**src/rtl/btn_scan_pkg.sv**
```systemverilog
// btn_scan_pkg: shared types and width helpers for the button scan controller.
//   idx_w(n)   : index width for n items (minimum 1 bit)
//   div_w(d)   : sample-divider counter width for a divide ratio d (minimum 1 bit)
//   btn_evt_t  : queued event payload {id, rel}; id is sized for up to 256 buttons
//                and trimmed to the real index width at the top level.
package btn_scan_pkg;

    localparam int EVT_ID_MAX_W = 8;

    function automatic int idx_w(input int n);
        return (n <= 1) ? 1 : $clog2(n);
    endfunction

    function automatic int div_w(input int d);
        return (d <= 1) ? 1 : $clog2(d);
    endfunction

    typedef struct packed {
        logic [EVT_ID_MAX_W-1:0] id;
        logic                    rel;
    } btn_evt_t;

endpackage

```
**src/rtl/btn_evt_fifo.sv**
```systemverilog
// btn_evt_fifo: small synchronous event queue with the head entry presented
// combinationally from the storage registers (no write-to-read bypass).
//   clk, rst   : clock, synchronous active-high reset (pointers/count only)
//   push, wdata: enqueue request and payload
//   pop        : dequeue the head entry (ignored while empty)
//   head       : current head entry, forced to zero while empty
//   full, empty: occupancy flags
//   drop       : push refused because the queue is full and nothing is popped
module btn_evt_fifo
    import btn_scan_pkg::*;
#(
    parameter  int DEPTH = 4,
    localparam int AW    = (DEPTH <= 2) ? 1 : $clog2(DEPTH)
) (
    input  logic     clk,
    input  logic     rst,
    input  logic     push,
    input  btn_evt_t wdata,
    input  logic     pop,
    output btn_evt_t head,
    output logic     full,
    output logic     empty,
    output logic     drop
);

    localparam logic [AW:0] DEPTH_C = (AW + 1)'(DEPTH);

    btn_evt_t        mem [DEPTH];
    logic [AW-1:0]   wr_ptr;
    logic [AW-1:0]   rd_ptr;
    logic [AW:0]     count;
    logic            wr_en;
    logic            rd_en;

    assign full  = (count == DEPTH_C);
    assign empty = (count == '0);
    assign rd_en = pop && !empty;
    // A full queue still accepts a push when the head leaves in the same cycle.
    assign wr_en = push && (!full || rd_en);
    assign drop  = push && full && !rd_en;
    assign head  = empty ? '0 : mem[rd_ptr];

    always_ff @(posedge clk) begin
        if (rst) begin
            wr_ptr <= '0;
            rd_ptr <= '0;
            count  <= '0;
        end else begin
            if (wr_en) wr_ptr <= wr_ptr + AW'(1);
            if (rd_en) rd_ptr <= rd_ptr + AW'(1);
            case ({wr_en, rd_en})
                2'b10:   count <= count + (AW + 1)'(1);
                2'b01:   count <= count - (AW + 1)'(1);
                default: count <= count;
            endcase
        end
    end

    always_ff @(posedge clk) begin
        if (wr_en) mem[wr_ptr] <= wdata;
    end

endmodule

```
**src/rtl/btn_scan_ctrl.sv**
```systemverilog
// btn_scan_ctrl: round-robin debouncer for NBTN buttons sharing one sample
// divider and one debounce datapath, feeding a valid/ready event queue.
//   clk, rst   : clock, synchronous active-high reset
//   btn_raw    : asynchronous raw button levels
//   evt_valid  : queue head holds an event
//   evt_ready  : consumer accepts the head event
//   evt_id     : button index of the head event
//   evt_rel    : 1 = release event, 0 = press event
//   btn_level  : debounced levels
//   ovf        : sticky, an event was dropped on a full queue
//   ovf_clr    : clears ovf (a simultaneous drop keeps it set)
// Build option: define BTN_SCAN_RELEASE_EN to also queue release events;
// otherwise only presses are queued and evt_rel stays 0.
module btn_scan_ctrl
    import btn_scan_pkg::*;
#(
    parameter  int NBTN       = 4,
    parameter  int DIV        = 50_000,
    parameter  int N          = 8,
    parameter  int FIFO_DEPTH = 4,
    localparam int IDW        = idx_w(NBTN)
) (
    input  logic            clk,
    input  logic            rst,
    input  logic [NBTN-1:0] btn_raw,
    output logic            evt_valid,
    input  logic            evt_ready,
    output logic [IDW-1:0]  evt_id,
    output logic            evt_rel,
    output logic [NBTN-1:0] btn_level,
    output logic            ovf,
    input  logic            ovf_clr
);

    localparam int               DIV_W    = div_w(DIV);
    localparam logic [DIV_W-1:0] DIV_LAST = DIV_W'(DIV - 1);
    localparam logic [IDW-1:0]   IDX_LAST = IDW'(NBTN - 1);

    logic [NBTN-1:0]  sync_p0;
    logic [NBTN-1:0]  sync_p1;
    logic [DIV_W-1:0] div_cnt;
    logic             tick;
    logic [IDW-1:0]   idx;
    logic [N-1:0]     hist [NBTN];
    logic [NBTN-1:0]  level_q;
    logic [N-1:0]     next_hist;
    logic             cur_level;
    logic             next_level;
    logic             push;
    btn_evt_t         push_evt;
    btn_evt_t         head_evt;
    logic             fifo_full;
    logic             fifo_empty;
    logic             fifo_drop;
    logic             pop;
    logic             ovf_q;
    logic [EVT_ID_MAX_W-1:0] head_id_unused;

    // Stage p0/p1: two-flop synchronizer on every raw input.
    always_ff @(posedge clk) begin
        if (rst) begin
            sync_p0 <= '0;
            sync_p1 <= '0;
        end else begin
            sync_p0 <= btn_raw;
            sync_p1 <= sync_p0;
        end
    end

    // Sample-rate divider and round-robin scan pointer.
    assign tick = (div_cnt == DIV_LAST);

    always_ff @(posedge clk) begin
        if (rst) begin
            div_cnt <= '0;
            idx     <= '0;
        end else if (tick) begin
            div_cnt <= '0;
            idx     <= (idx == IDX_LAST) ? '0 : idx + IDW'(1);
        end else begin
            div_cnt <= div_cnt + DIV_W'(1);
        end
    end

    // Shared debounce datapath for the button under the scan pointer.
    always_comb begin
        next_hist  = {hist[idx][N-2:0], sync_p1[idx]};
        cur_level  = level_q[idx];
        next_level = cur_level;
        if (&next_hist)       next_level = 1'b1;
        else if (~|next_hist) next_level = 1'b0;
    end

    always_ff @(posedge clk) begin
        if (rst) begin
            for (int i = 0; i < NBTN; i++) hist[i] <= '0;
            level_q <= '0;
        end else if (tick) begin
            hist[idx]    <= next_hist;
            level_q[idx] <= next_level;
        end
    end

    // Event generation: at most one per tick, for the scanned button only.
    always_comb begin
        push_evt    = '0;
        push_evt.id = EVT_ID_MAX_W'(idx);
`ifdef BTN_SCAN_RELEASE_EN
        push         = tick && (next_level != cur_level);
        // A change away from 1 is a release.
        push_evt.rel = cur_level;
`else
        push         = tick && next_level && !cur_level;
        push_evt.rel = 1'b0;
`endif
    end

    assign pop = evt_valid && evt_ready;

    btn_evt_fifo #(
        .DEPTH (FIFO_DEPTH)
    ) u_fifo (
        .clk   (clk),
        .rst   (rst),
        .push  (push),
        .wdata (push_evt),
        .pop   (pop),
        .head  (head_evt),
        .full  (fifo_full),
        .empty (fifo_empty),
        .drop  (fifo_drop)
    );

    // Sticky overflow: a drop in the same cycle as a clear wins.
    always_ff @(posedge clk) begin
        if (rst)            ovf_q <= 1'b0;
        else if (fifo_drop) ovf_q <= 1'b1;
        else if (ovf_clr)   ovf_q <= 1'b0;
    end

    // Upper id bits beyond the real index width carry nothing.
    assign head_id_unused = head_evt.id;

    assign evt_valid = !fifo_empty;
    assign evt_id    = head_evt.id[IDW-1:0];
    assign evt_rel   = head_evt.rel;
    assign btn_level = level_q;
    assign ovf       = ovf_q;

endmodule

```
**config.mk**
```make
export PLATFORM = sky130hd
export DESIGN_NAME = btn_scan_ctrl
export DESIGN_NICKNAME = d
export VERILOG_FILES = /design/src/rtl/btn_scan_pkg.sv /design/src/rtl/btn_evt_fifo.sv /design/src/rtl/btn_scan_ctrl.sv
export SDC_FILE = /design/constraint.sdc
export NUM_CORES = 1
export LEC_CHECK = 0
export CAP_MARGIN = 20
export CORE_ASPECT_RATIO = 0.7
export CORE_MARGIN = 4
export CORE_UTILIZATION = 59
export CTS_CLUSTER_SIZE = 10
export DETAILED_ROUTE_END_ITERATION = 10
export PLACE_DENSITY = 0.87
export SYNTH_ARGS = -nofsm -noshare
export SYNTH_HDL_FRONTEND = slang
export SYNTH_SLANG_ARGS = --single-unit
```
**constraint.sdc**
```tcl
create_clock -name clk -period 3 [get_ports clk]
set_input_delay 0.3 -clock clk [delete_from_list [all_inputs] [get_ports clk]]
set_output_delay 0.3 -clock clk [all_outputs]
set_load 0.02 [all_outputs]
```
* Word-level counts from Yosys, hierarchy flattened *
Memories as Yosys holds them, arrays and structs flattened. A register that Yosys moved wholly into a read port is not among the register bits.
Index checks and enable logic that the tools add are counted.

word-level totals
  register bits after elaboration = 38
  latch bits = 0
  bits in writable memories = 40
  bits in read-only memories = 0
  input bits = 8
  output and inout bits = 9
  word-level logic and storage cells = 72
  memories = 2

memory list
  memory      depth  bits a word  read ports  clocked after memory_dff  wr ports  line                 RTL
  hist        4      8            1           1                         4         btn_scan_ctrl.sv:44  logic [N-1:0] hist [NBTN];
  u_fifo.mem  4      2            1           1                         1         btn_evt_fifo.sv:28   btn_evt_t mem [DEPTH];

cells by class
  $add $sub $neg = 6
  multiply operators = 0
  div/mod/pow operators = 0
  order comparisons = 2
  equality and inequality tests = 5
  shifts and indexed selects = 0
  muxes and demuxes = 28
  bitwise gates (word level) = 0
  reduce and logical (&&, ||, !) cells = 20

operators by type and width
  cell                   count
  $add 16x1->16 const B  1
  $eq 16x16->1 const B   1
  $reduce_or 8->1        2
  $mux 1                 15
  $mux 2                 6
  $logic_and 1x1->1      8
  $mux 8                 1
  $reduce_and 8->1       1
  $add 2x1->2 const B    3
  $pmux 3 s2             1
  $bmux 1 s2             2
  $bwmux 4               1
  $eq 2x2->1 const B     2
  $logic_not 1->1        4
  $reduce_bool 2->1      2
  $add 3x1->3 const B    1
  $eq 3x3->1 const B     1
  $logic_not 3->1        1
  $lt 2x3->1 const B     1
  $mux 3                 1
  $sub 3x1->3 const B    1
  $demux 1 s2            1
  $eq 2x1->1 const B     1
  $ge 2x1->1 const B     1
  2 further kinds        2

* Longest topological paths before layout *
Gate-level depths: netlist of the first run.

  depth after elaboration = 10
  mapped depth = 12
  gate-level depth less buffers = 11

* Cells and area by module *
A second synthesis of the first run with hierarchy kept.

second synthesis, totals
  cells, all modules = 337
  area total of the unflattened synthesis = 4511.8 um^2

by module, submodules not included
  module         instances  cells an instance  area an instance (um^2)  seq. area each (um^2)
  btn_scan_ctrl  1          225                2653.8                   1501.4
  btn_evt_fifo   1          112                1858.0                   1261.2

* Worst setup path after synthesis of the first run *
Ideal clock, no wire load.

  path kind = register to register
  start point = register idx[0]
  end point = register u_fifo.count[2]
  setup time = 0.071 ns
  arrival time = 2.572 ns
  slack = 0.357 ns
  cell stages (with the launch flop) = 12
  buffers on the path = 1
  cell sequence = dfxtp_1 > buf_4 > mux4_2 > nand4_1 > nor2_4 > nand2_1 > ha_1 > inv_1 > fa_1 > xor2_1 > or3_1 > a21oi_1

on the way
  word-level cells in the longest chain between the ends = 10

ends and longest elaborated chain
  element                                          line                  RTL
  start, declared                                  btn_scan_ctrl.sv:43   logic [IDW-1:0] idx;
  start signal, assigned                           btn_scan_ctrl.sv:79   idx <= (idx == IDX_LAST) ? '0 : idx + IDW'(1);
  $bmux 1 s2                                       btn_scan_ctrl.sv:87   next_hist = {hist[idx][N-2:0], sync_p1[idx]};
  $mux 1 (not written as such)                     btn_scan_ctrl.sv:87
  $reduce_or 8->1                                  btn_scan_ctrl.sv:91   else if (~|next_hist) next_level = 1'b0;
  $mux 1                                           btn_scan_ctrl.sv:91
  $mux 1                                           btn_scan_ctrl.sv:90   if (&next_hist) next_level = 1'b1;
  $logic_and 1x1->1                                btn_scan_ctrl.sv:113  push = tick && next_level && !cur_level;
  $logic_and 1x1->1 *                              btn_scan_ctrl.sv:113
  $logic_and 1x1->1 *                              btn_evt_fifo.sv:39    assign wr_en = push && (!full || rd_en);
  $eq 2x1->1 or $eq 2x2->1 (tied branches)         btn_evt_fifo.sv:51    case ({wr_en, rd_en})
  $pmux 3 s2 or $reduce_bool 2->1 (tied branches)  --
  end signal, assigned                             btn_evt_fifo.sv:52    2'b10: count <= count + (AW + 1)'(1);
  end signal, assigned                             btn_evt_fifo.sv:53    2'b01: count <= count - (AW + 1)'(1);
  end signal, assigned                             btn_evt_fifo.sv:54    default: count <= count;
  end, declared                                    btn_evt_fifo.sv:31    logic [AW:0] count;

Every way passes the cells marked *; elsewhere a longest branch is shown, timed or not. The select of a mux whose other input is x is not followed.
A chain may end at the register's enable or synchronous reset.

==> impl_metrics.py, run 1 <==
metrics = {
    "outcome": {
        "status": "finished clean",
    },
    "clocking": {
        "cts_buffers": 9,
        "clkLatencyLatePin_ns": 0.35,
        "cts-htree-levels": 3,
        "cts_buffer_depth": 2,
        "root_buffer": "clkbuf_8",
        "postCtsHoldBufs": 0,
        "cts.clk_slew.worst_paths_ns": 0.08,
        "clock-sinks": 78,
        "cts_tree": "built",
    },
    "yosys": {
        "synth-main-ff-cell": "dfxtp_1",
        "synthTopCellsByCount": "dfxtp_1, edfxtp_1, and2_1, nor2_1, a21oi_1",
        "synth-async-reset-ratio": 0,
        "seq_area_frac_synth": 0.559,
        "synth_top_area_cell": "edfxtp_1",
        "post-synth-top-area-fraction": 0.314,
        "synth_edf_count": 36,
        "yosysMostFrequentCell": "dfxtp_1",
        "yosysUniqueCellTypes": 45,
        "synth_seq_cells": 78,
        "syn_inst": 282,
        "yosysWarnings": 0,
        "syn_avg_cell_area_sq_um": 12.2,
        "syn_nets": 301,
        "syn_area_sq_mm": 0.00344,
        "synth_area_leaders": "edfxtp_1, dfxtp_1, mux4_2",
    },
    "finish": {
        "n_fill_cell": 383,
        "area_growth_pct": 14.5,
        "final_layout_size_suffix_gt1_frac": 0.170,
        "diodes": 0,
        "fin_area_sq_mm": 0.00394,
        "postLayoutCoreUtil": 0.723,
        "fin_nets": 325,
    },
    "timing": {
        "fin_skew_ns": 0.0124,
        "finalSetupViolCount": 0,
        "fin_hold_ws_ns": 0.436,
        "grt_setup_unrepaired": "no",
        "finalMaxSlewViolations": 0,
        "min_period_ns": 2.76,
        "period_share": 0.918,
        "setup_tns_ns": 0,
        "max_freq_mhz": 363,
        "final_hold_viol_count": 0,
    },
    "place": {
        "post_dp_cell_area_sq_mm": 0.00369,
        "gp_congestion": 0.824,
        "place_hpwl_microns": 4600,
        "port_buffers": 15,
    },
    "power_and_ir_drop": {
        "leakagePower_nw": 1.40,
        "p_per_area_mw_per_mm2": 529,
        "switchingPower_uw": 408,
        "p_clk_frac": 0.429,
        "ir_drop_mv": 0.387,
        "swShare": 0.196,
        "p_comb_frac": 0.026,
        "power.internal_mw": 1.68,
        "power_frac_seq": 0.545,
    },
    "floorplanning": {
        "io_pins": 17,
        "rows": 22,
        "fp.dieArea_sq_mm": 0.00714,
        "fp.dieW_microns": 99.3,
        "fp.coreArea_sq_mm": 0.00545,
        "start_util": 0.631,
        "die_h_microns": 71.9,
    },
    "critical_path": {
        "cp_max_fo": 8,
        "critPathBufInv": 1,
        "max_stage_delay_ns": 0.62,
        "r2r_end": "u_fifo.count[2]$_SDFFE_PP0P_",
        "cp-end-kind": "flop",
        "cp-start-kind": "flop",
        "cpMaxStageDelayCell": "mux4_1",
        "path_class": "flop to flop",
        "cp.arrival_ns": 3.04,
        "worstSetupPathDepth": 10,
        "cp.required_ns": 3.28,
        "worstPathCellList": "mux4_1 > nand4_1 > nor2_4 > nand2_1 > ha_1 > inv_1 > fa_1 > xor2_1 > or3_1 > a21oi_1",
        "worst-r2r-cell-count": 10,
        "crit_path_end": "u_fifo.count[2]$_SDFFE_PP0P_",
        "critPathTopFamily": "simple AND/OR/NAND/NOR gates",
        "worst-r2r-setup-slack_ns": 0.24,
    },
    "global_route": {
        "grt_use_total": 0.205,
        "grt_pass1_wl_microns": 11000,
        "antenna_found_initial": 0,
        "first_global_vias": 2226,
        "grt.overflow.total": 0,
        "grt_max_degree": 31,
    },
    "flow_run": {
        "cap_violations": 0,
    },
    "detailed_routing": {
        "final_antenna_net_count": 0,
        "wl_per_cell_microns": 17.3,
        "first_pass_iters": 4,
        "drt_iter0_drc": 125,
        "drc": 0,
        "drt-vias-per-instance": 5.69,
        "wl_microns": 6610,
        "vias": 2179,
    },
    "hold_path": {
        "hp-class": "flop to flop",
    },
}
-- worst register-to-register path, stage by stage, from the launching register on --
cell and delay, ns:
dfxtp_2 0.46, mux4_1 0.62, nand4_1 0.20, nor2_4 0.09, nand2_1 0.07, ha_1 0.17, inv_1 0.06, fa_1 0.38
xor2_1 0.17, or3_1 0.33, a21oi_1 0.15
-- cells in the final DEF (no fill, tap or decap), types with 6 or more instances in the layout --
master	instances
clkbuf_8	10
nor2_1	23
nand2_1	6
edfxtp_1	36
buf_4	9
xor2_1	7
and2_2	8
nand3_1	8
clkdlybuf4s50_1	15
a21oi_1	12
inv_1	11
and3_1	7
nor2b_1	10
mux4_2	9
dfxtp_1	41
and2_1	23
nand4_1	6
ha_1	10
xnor2_1	8
-- per-layer routing --
| layer | GRT usage | wire, microns | vias up |
|---|---|---|---|
| met5 | 0 | 0 | - |
| met4 | 0.0273 | 30 | 0 |
| met3 | 0.0740 | 449 | 4 |
| met2 | 0.340 | 3250 | 64 |
| met1 | 0.270 | 2890 | 1064 |
| li1 | - | - | 1047 |
-- stage by stage --
step                setup WS, ns  total power, mW  cells
global route              0.0592             2.16    383
global placement           0.231             1.21    367
floorplan                  0.357             1.19    282
finish                     0.245             2.09    383
detailed placement        0.0934             1.21    367
CTS                       0.0940             2.10    383
-- sequential cells by signal (all words and copies together) (netlist names), named ones only --
| register | count |
|---|---|
| hist | 28 |
| div_cnt | 16 |
| u_fifo.mem | 8 |
| btn_level | 4 |
| sync_p0 | 4 |
| sync_p1 | 4 |
| u_fifo.count | 3 |
| idx | 2 |
| u_fifo.rd_ptr | 2 |
| u_fifo.wr_ptr | 2 |
| ovf | 1 |
-- what timing repair did --
| item | CTS | global route |
|---|---|---|
| buffers inserted | 0 | 0 |
| endpoints found under the setup margin | 0 | 1 |
| gates resized for setup | 0 | 2 |
-- cell families (layout without fill, tap and decap cells) --
kind of cell             Yosys count  in the layout  share of synthesized area
other                              1              1                    0.00109
XOR/XNOR                          15             15                     0.0382
AO/OA/AOI/OAI                     24             24                     0.0429
adder cells (fa/ha/maj)           11             11                     0.0422
buffers and inverters             22             51                     0.0298
AND/OR/NAND/NOR                  118            118                      0.207
multiplexers                      13             13                     0.0800
flip-flops                        78             78                      0.559
-- how the worst min path moves through the flow --
stage,cells after the start,startpoint,end,slack (ns)
after floorplan,1,sync_p0[0]$_SDFF_PP0_,sync_p1[0]$_SDFF_PP0_,0.41
after global placement,1,sync_p0[0]$_SDFF_PP0_,sync_p1[0]$_SDFF_PP0_,0.42
after CTS,1,sync_p0[0]$_SDFF_PP0_,sync_p1[0]$_SDFF_PP0_,0.44
after detailed placement,1,sync_p0[0]$_SDFF_PP0_,sync_p1[0]$_SDFF_PP0_,0.42
final,1,sync_p0[0]$_SDFF_PP0_,sync_p1[0]$_SDFF_PP0_,0.44
after global routing,1,sync_p0[1]$_SDFF_PP0_,sync_p1[1]$_SDFF_PP0_,0.47
-- layout make-up --
type                       count  area [sq um]  share of cell area
sequential                    78          1920               0.488
timing repair buffer          24           218              0.0553
multi-input combinational    182          1420               0.361
clock buffer                  16           245              0.0622
inverter                      11          41.3              0.0105
tap                           72          90.1              0.0229
-- power groups by stage --
stage                     Clock [mW]  Sequential, mW  Combinational (mW)
final                          0.896            1.14              0.0537
after global routing           0.963            1.14              0.0587
after CTS                      0.906            1.14              0.0539
after detailed placement           0            1.16              0.0537
after global placement             0            1.16              0.0520
after floorplan                    0            1.16              0.0360
Note: power is estimated with default switching activity, not from simulation.
==> inputs of run 2 (changes only) <==
--- a/config.mk
+++ b/config.mk
@@ -8,10 +8,11 @@
 export CAP_MARGIN = 20
 export CORE_ASPECT_RATIO = 0.7
 export CORE_MARGIN = 4
-export CORE_UTILIZATION = 59
+export CORE_UTILIZATION = 60
+export CTS_BUF_LIST = sky130_fd_sc_hd__clkbuf_8
 export CTS_CLUSTER_SIZE = 10
 export DETAILED_ROUTE_END_ITERATION = 10
-export PLACE_DENSITY = 0.87
+export PLACE_DENSITY = 0.89
 export SYNTH_ARGS = -nofsm -noshare
 export SYNTH_HDL_FRONTEND = slang
 export SYNTH_SLANG_ARGS = --single-unit
==> impl_metrics.py, run 2 (synthesis gave the netlist of run 1 again) <==
metrics = {
    "outcome": {
        "status": "finished clean",
    },
    "floorplanning": {
        "fp.coreArea_sq_mm": 0.00540,
        "fp.dieArea_sq_mm": 0.00703,
        "die_h_microns": 71.4,
        "fp.dieW_microns": 98.5,
        "rows": 22,
        "io_pins": 17,
        "start_util": 0.638,
    },
    "critical_path": {
        "cp.arrival_ns": 3.11,
        "cp-end-kind": "flop",
        "worstPathCellList": "mux4_2 > nand4_1 > nor2_4 > nand2_1 > ha_1 > inv_1 > fa_1 > xor2_1 > or3_1 > a21oi_1",
        "max_stage_delay_ns": 0.62,
        "r2r_end": "u_fifo.count[2]$_SDFFE_PP0P_",
        "worst-r2r-cell-count": 10,
        "worst-r2r-setup-slack_ns": 0.16,
        "cp_max_fo": 8,
        "cp.required_ns": 3.27,
        "cp-start-kind": "flop",
        "cpMaxStageDelayCell": "mux4_2",
        "path_class": "flop to flop",
    },
    "power_and_ir_drop": {
        "ir_drop_mv": 0.343,
        "p_per_area_mw_per_mm2": 557,
        "design_power_total_mw": 2.20,
        "leakagePower_nw": 1.42,
    },
    "place": {
        "gp_congestion": 0.814,
        "place_hpwl_microns": 4620,
        "dp_cells": 367,
        "dp_slack_ns": 0.0115,
        "port_buffers": 15,
    },
    "timing": {
        "max_freq_mhz": 352,
        "fin_skew_ns": 0.0133,
        "period_share": 0.947,
        "final_hold_viol_count": 0,
        "finalSetupViolCount": 0,
        "finalMaxSlewViolations": 0,
        "setup_tns_ns": 0,
        "setup_ws_ns": 0.158,
        "grt_setup_unrepaired": "no",
        "min_period_ns": 2.84,
    },
    "clocking": {
        "cts_buffers": 9,
        "cts_tree": "built",
        "cts-htree-levels": 3,
        "postCtsHoldBufs": 0,
        "cts.clk_slew.worst_paths_ns": 0.08,
        "root_buffer": "clkbuf_8",
        "cts_resized": 1,
        "cts_buffer_depth": 2,
        "clkLatencyLatePin_ns": 0.35,
        "clock-sinks": 78,
        "cts_setup_buffers": 0,
    },
    "finish": {
        "top_regs": "hist (28), div_cnt (16), u_fifo.mem (8)",
        "final_layout_size_suffix_gt1_frac": 0.174,
        "largest_reg_flops": 28,
        "fin_nets": 325,
        "diodes": 0,
        "area_growth_pct": 14.8,
        "final_common_cell": "dfxtp_1",
        "register_area_sq_mm": 0.00192,
        "instances_no_fill": 383,
        "n_fill_cell": 373,
        "layout_common_cells": "dfxtp_1, edfxtp_1, and2_1, nor2_1, clkdlybuf4s50_1",
        "top_register": "hist",
        "multi_input_area_sq_mm": 0.00142,
        "postLayoutCoreUtil": 0.732,
    },
    "detailed_routing": {
        "drt_iter0_drc": 148,
        "first_pass_iters": 4,
        "vias": 2196,
        "wl_microns": 6540,
        "final_antenna_net_count": 0,
        "drc": 0,
        "drt-vias-per-instance": 5.73,
        "wl_per_cell_microns": 17.1,
    },
    "flow_run": {
        "cap_violations": 0,
    },
    "global_route": {
        "first_global_vias": 2189,
        "grt.overflow.total": 0,
        "antenna_found_initial": 0,
        "grt_max_degree": 31,
        "grt_use_total": 0.202,
        "grt_pass1_wl_microns": 11000,
    },
    "hold_path": {
        "hold_start": "sync_p0[1]$_SDFF_PP0_",
        "hold_depth": 1,
        "holdPathEnd": "sync_p1[1]$_SDFF_PP0_",
        "hp-class": "flop to flop",
    },
}
-- run 2: worst max-delay path by stage --
stage                                   end  slack [ns]  depth (start not counted)                start
2_1_floorplan  u_fifo.count[2]$_SDFFE_PP0P_        0.36                         11  idx[0]$_SDFFE_PP0P_
3_3_place_gp   u_fifo.count[2]$_SDFFE_PP0P_        0.23                         10                 flop
3_5_place_dp   u_fifo.count[2]$_SDFFE_PP0P_        0.01                         10                 flop
4_1_cts        u_fifo.count[2]$_SDFFE_PP0P_        0.15                         10                 flop
5_1_grt        u_fifo.count[2]$_SDFFE_PP0P_        0.02                         10                 flop
6_report       u_fifo.count[2]$_SDFFE_PP0P_        0.16                         10                 flop
-- run 2: routing by layer --
metal  routed length (microns)  vias to the layer above  track usage  share of wire
li1                          -                     1050            -              -
met1                      2990                     1078        0.278           0.46
met2                      3090                       60        0.315           0.47
met3                       404                        8       0.0574          0.062
met4                        59                        0       0.0606         0.0090
met5                         0                        -            0              0
-- run 2: stage by stage --
step / hold WS, ns / instance area [sq um]
2_1_floorplan: 0.414 / 3440
3_3_place_gp: 0.416 / 3690
3_5_place_dp: 0.420 / 3690
4_1_cts: 0.439 / 3950
5_1_grt: 0.458 / 3950
6_report: 0.436 / 3950
-- run 2: power by group --
part | switching [mW] | total (mW) | internal [mW]
sequential | 0.00926 | 1.14 | 1.13
clock | 0.374 | 1.01 | 0.634
combinational | 0.0307 | 0.0545 | 0.0238
total | 0.414 | 2.20 | 1.79
-- run 2: cell type report --
cell class / instances / share of cell area
inverter: 11 / 0.0105
sequential: 78 / 0.487
clock buffer: 9 / 0.0314
clock inverter: 7 / 0.0348
tap: 72 / 0.0228
timing repair buffer: 24 / 0.0551
multi-input combinational: 182 / 0.359
-- run 2: critical path, delay by kind of cell, from the launching register on --
family | cells | cell delay (ns)
XOR/XNOR | 1 | 0.16
buffers and inverters | 1 | 0.06
AND/OR/NAND/NOR | 4 | 0.72
AO/OA/AOI/OAI | 1 | 0.19
multiplexers | 1 | 0.62
flip-flops | 1 | 0.47
adder cells (fa/ha/maj) | 2 | 0.55
